===== src/rtl/fc_16_argmax.sv =====
// fc_16_argmax: captures a packed vector of N signed scores and scans it one
// score per cycle, reporting the index and value of the largest score.
// Ties keep the lowest index because a score only wins when strictly greater.
//
// state | meaning
// ------+--------------------------------------------------------------
// IDLE  | waiting for start_flag; the only state that loads the buffer
// SCAN  | one signed compare per cycle, scores 1 .. N-1
// DONE  | publish best index/value, pulse end_flag, return to IDLE
module fc_16_argmax #(
    parameter int N  = 16,
    parameter int W  = 10,
    parameter int IW = 4
) (
    input  logic           clk,
    input  logic           reset,
    input  logic           i_start_flag,
    input  logic [N*W-1:0] i_in,
    output logic [IW-1:0]  o_out_index,
    output logic [W-1:0]   o_out_value,
    output logic           o_end_flag,
    output logic           o_busy
);

    typedef enum logic [1:0] {
        S_IDLE = 2'd0,
        S_SCAN = 2'd1,
        S_DONE = 2'd2
    } state_t;

    state_t          r_state;
    state_t          w_next;

    logic [N*W-1:0]  r_buf;
    logic [W-1:0]    r_best_val;
    logic [IW-1:0]   r_best_idx;
    logic [IW-1:0]   r_cnt;

    logic [W-1:0]    w_scores [N];
    logic [W-1:0]    w_cur;
    logic            w_better;
    logic            w_last;
    logic            w_load;
    logic            w_step;
    logic            w_finish;

    // Score k sits at the top of the packed vector for k = 0.
    for (genvar g = 0; g < N; g++) begin : g_unpack
        assign w_scores[g] = r_buf[(N-1-g)*W +: W];
    end

    assign w_cur    = w_scores[r_cnt];
    assign w_better = $signed(w_cur) > $signed(r_best_val);
    assign w_last   = (r_cnt == IW'(N-1));

    // State register.
    always_ff @(posedge clk) begin
        if (reset) begin
            r_state <= S_IDLE;
        end else begin
            r_state <= w_next;
        end
    end

    // Next-state decode and per-state control strobes.
    always_comb begin
        w_next   = r_state;
        w_load   = 1'b0;
        w_step   = 1'b0;
        w_finish = 1'b0;
        o_busy   = 1'b0;
        case (r_state)
            S_IDLE: begin
                if (i_start_flag) begin
                    w_load = 1'b1;
                    w_next = S_SCAN;
                end
            end
            S_SCAN: begin
                o_busy = 1'b1;
                w_step = 1'b1;
                if (w_last) begin
                    w_next = S_DONE;
                end
            end
            S_DONE: begin
                o_busy   = 1'b1;
                w_finish = 1'b1;
                w_next   = S_IDLE;
            end
            default: begin
                w_next = S_IDLE;
            end
        endcase
    end

    // Capture buffer, running best and scan counter.
    always_ff @(posedge clk) begin
        if (reset) begin
            r_buf      <= '0;
            r_best_val <= '0;
            r_best_idx <= '0;
            r_cnt      <= '0;
        end else if (w_load) begin
            r_buf      <= i_in;
            r_best_val <= i_in[N*W-1 -: W];
            r_best_idx <= '0;
            r_cnt      <= IW'(1);
        end else if (w_step) begin
            if (w_better) begin
                r_best_val <= w_cur;
                r_best_idx <= r_cnt;
            end
            r_cnt <= r_cnt + IW'(1);
        end
    end

    // Result registers hold until the next DONE; end_flag is a single pulse.
    always_ff @(posedge clk) begin
        if (reset) begin
            o_out_index <= '0;
            o_out_value <= '0;
            o_end_flag  <= 1'b0;
        end else begin
            o_end_flag <= w_finish;
            if (w_finish) begin
                o_out_index <= r_best_idx;
                o_out_value <= r_best_val;
            end
        end
    end

endmodule


===== config.mk =====
export PLATFORM = sky130hd
export DESIGN_NAME = fc_16_argmax
export DESIGN_NICKNAME = d
export VERILOG_FILES = /design/src/rtl/fc_16_argmax.sv
export SDC_FILE = /design/constraint.sdc
export NUM_CORES = 1
export LEC_CHECK = 0
export CAP_MARGIN = 40
export CORE_AREA = 2 2 173 175
export DETAILED_ROUTE_END_ITERATION = 12
export DIE_AREA = 0 0 175 177
export PLACE_DENSITY = 0.6
export RECOVER_POWER = 50
export SLEW_MARGIN = 20
export SYNTH_ARGS = -nofsm -noshare
export SYNTH_HDL_FRONTEND = slang
export SYNTH_SLANG_ARGS = --single-unit

===== constraint.sdc =====
create_clock -name clk -period 3.57 [get_ports clk]
set_clock_uncertainty 0.2 [all_clocks]
set_input_delay 0.714 -clock clk [delete_from_list [all_inputs] [get_ports clk]]
set_output_delay 0.714 -clock clk [all_outputs]
set_load 0.02 [all_outputs]

==> flow_summary.toml <==
[logic_synthesis]
yosys_warnings = 0
synth.cell_area_um2 = 8618
synth_fp_nets = 1181
synth_cell_type_count = 42
syn_inst = 1003
synth_seq_area_share_pct = 45.30
synth_area_per_cell_um2 = 8.592
ys_seq_elements = 195

[global_route]
gr-total-overflow = 0
grt_pass1_wl_um = 40460
track_usage_pct = 16.94
grt_max_degree = 172
grt_pass1_vias = 7180
antenna_found_initial = 1

[placed_design]
numPlacedInstances = 1507
dp_slack_ns = 0.2142
routabilityCongestion = 0.8326
dp_hpwl_um = 18950
placed_area_um2 = 10710
io_buffer_count = 178

[sta]
setup_viol = 0
min_period_ns = 3.330
rsz0062_at_grt = "false"
worst_pin_slew_ns = 0.9599
slew_viol_final = 0
hold_violations = 0
setup_ws_ns = 0.2403
maxSlewHeadroom_pct = 36.01
fin_setup_tns_ns = 0
holdWs_ns = 0.2541
period_share_pct = 93.27
fmax_mhz = 300.3

[clock_network]
path_clk_slew_ns = 0.07
cts_max_level = 4
clock-sinks = 195
ctsHoldBuffers = 0
clock_latency_ns = 0.45
ctsRootBufferMaster = "clkbuf_16"
cts_buffers = 17
cts_tree = "built"
cts_buffer_depth = 2

[power]
powerDensity_nw_per_um2 = 485.7
p_leak_nw = 4.088
combPwrFrac_pct = 19.2
power.total_mw = 5.473
cellInternalPower_mw = 3.875
swShare_pct = 29.21
p_seq_share_pct = 44.4
p_switching_mw = 1.599
peakVddDrop_v = 0.0003208
p_clk_share_pct = 36.4

[worst_hold_path]
hp-class = "flop to flop"

[critical_path]
worst-setup-path-type = "flop to flop"
crit_required_ns = 3.71
critical_path.max_fanout = 17
cp-end-kind = "flop"
arrival_ns = 3.47
setup.worst_path.start_class = "flop"

[cells_and_area]
fillers = 2949
areaGrowthSynthToFinish_pct = 30.76
final_area_um2 = 11270
drive_above_1_share_pct = 10.79
fin_cells = 1540
layout.nets = 1314
final_common_cell = "nand2_1"
fin_util_pct = 38.54
final_cell_mix = "nand2_1, dfxtp_1, clkdlybuf4s50_1"

[routing]
drt-wirelength-per-cell_um = 16.97
met2_length_um = 11480
vias = 7433
viasPerCell = 4.827
drt_iter0_markers = 716
dr.max_layer_used = "met4"
finalWirelength_um = 26140
drc = 0
met1_length_um = 12380
drt_pre_antenna_iters = 5
ant_nets = 0
dr_wl_met3_um = 1570

[outcome]
status = "finished clean"

[die]
die_w_um = 175
ios = 179
initial_core_util_pct = 29.47
dieArea_um2 = 30980
num_rows = 63
fp.coreArea_um2 = 29240
die_h_um = 177

[job]
maxCapViolCount = 0
critical path, cell delays in order (launching register included):
cell and delay [ns]:
dfxtp_1 0.40, buf_12 0.18, mux4_2 0.53, mux2i_1 0.27, o22ai_2 0.13, ha_1 0.33, nand4_1 0.10, nor3_2 0.34
a221o_1 0.24, buf_4 0.17, nand2_1 0.08, o311ai_2 0.25
synthesized netlist by cell type:
cell type | number | share of area, %
nand2_1 | 327 | 14
dfxtp_1 | 195 | 45
a21oi_1 | 170 | 9.9
clkbuf_1 | 52 | 2.3
mux2_2 | 41 | 5.4
mux2i_1 | 24 | 2.8
nor2_1 | 20 | 0.87
o221ai_1 | 18 | 1.8
buf_2 | 15 | 0.87
ha_1 | 15 | 2.2
inv_1 | 15 | 0.65
mux4_2 | 15 | 3.9
nand3_1 | 15 | 0.87
o22ai_1 | 12 | 0.87
o2111ai_1 | 10 | 1.0
o21ai_0 | 8 | 0.46
o22ai_2 | 8 | 1.2
buf_6 | 5 | 0.65
mux4_1 | 5 | 1.5
buf_4 | 4 | 0.35
clkbuf_2 | 3 | 0.17
buf_8 | 2 | 0.35
nand2b_1 | 2 | 0.15
nand4_1 | 2 | 0.15
nor2b_1 | 2 | 0.15
xor2_1 | 2 | 0.20
a21o_1 | 1 | 0.087
a221o_1 | 1 | 0.12
a221oi_2 | 1 | 0.17
a31o_2 | 1 | 0.10
a31oi_1 | 1 | 0.073
and2_1 | 1 | 0.073
and4_1 | 1 | 0.10
buf_1 | 1 | 0.044
buf_12 | 1 | 0.23
nor3_2 | 1 | 0.12
o211a_1 | 1 | 0.12
o211ai_1 | 1 | 0.087
o21ai_2 | 1 | 0.10
o311ai_2 | 1 | 0.19
or2_2 | 1 | 0.073
xnor2_1 | 1 | 0.10
area by class of cell:
cell class	count	area (um2)	share of cell area, %
antenna	1	2.502	0.02220
clock buffer	19	442.9	3.930
clock inverter	13	166.4	1.477
inverter	15	56.30	0.4996
multi-input combinational	710	4240	37.63
sequential	195	3905	34.65
tap	390	488.0	4.330
timing repair buffer	197	1968	17.46
power by group through the flow:
stage | logic, mW | registers, mW | clock network (mW)
after floorplan | 0.648 | 2.43 | 0
after global placement | 1.06 | 2.48 | 0
after detailed placement | 1.06 | 2.48 | 0
after CTS | 1.06 | 2.43 | 2.04
after global routing | 1.15 | 2.45 | 2.12
final | 1.05 | 2.43 | 1.99
cell families (layout without fill, tap and decap cells):
family,count (synthesis),count (layout),synth area share (%)
compound gates,235,235,16.26
buf+inv,98,244,5.589
fa+ha+maj,15,15,2.178
simple gates,372,372,16.78
mux,85,85,13.59
other cells,0,1,0
xor+xnor,3,3,0.3049
flops,195,195,45.30
timing repair:
item                                    in CTS  in global routing
endpoints found under the setup margin       0                  1
resized for setup                            0                  1
buffers inserted                             0                  0
worst paths after layout:
check                         startpoint                          to  slack (ns)  cells past startpoint
setup reg to reg   r_cnt[1]$_SDFFE_PP0P_  r_best_val[0]$_SDFFE_PP0P_        0.24                     11
hold / removal    r_buf[33]$_SDFFE_PP0P_      r_buf[33]$_SDFFE_PP0P_        0.25                      2
hold reg to reg   r_buf[33]$_SDFFE_PP0P_      r_buf[33]$_SDFFE_PP0P_        0.25                      2
setup / recovery   r_cnt[1]$_SDFFE_PP0P_  r_best_val[0]$_SDFFE_PP0P_        0.24                     11
registers in the layout (all words and copies together), names as in the netlist:
name         flops
r_state          2
r_cnt            4
r_buf          160
o_out_value     10
r_best_val      10
o_out_index      4
o_end_flag       1
r_best_idx       4
per-layer routing:
layer	global-route usage [%]	up-vias
met3	3.759	38
li1	-	3706
met4	6.042	0
met1	23.46	3466
met5	0	-
met2	25.92	223
(Power assumes the default switching activity.)
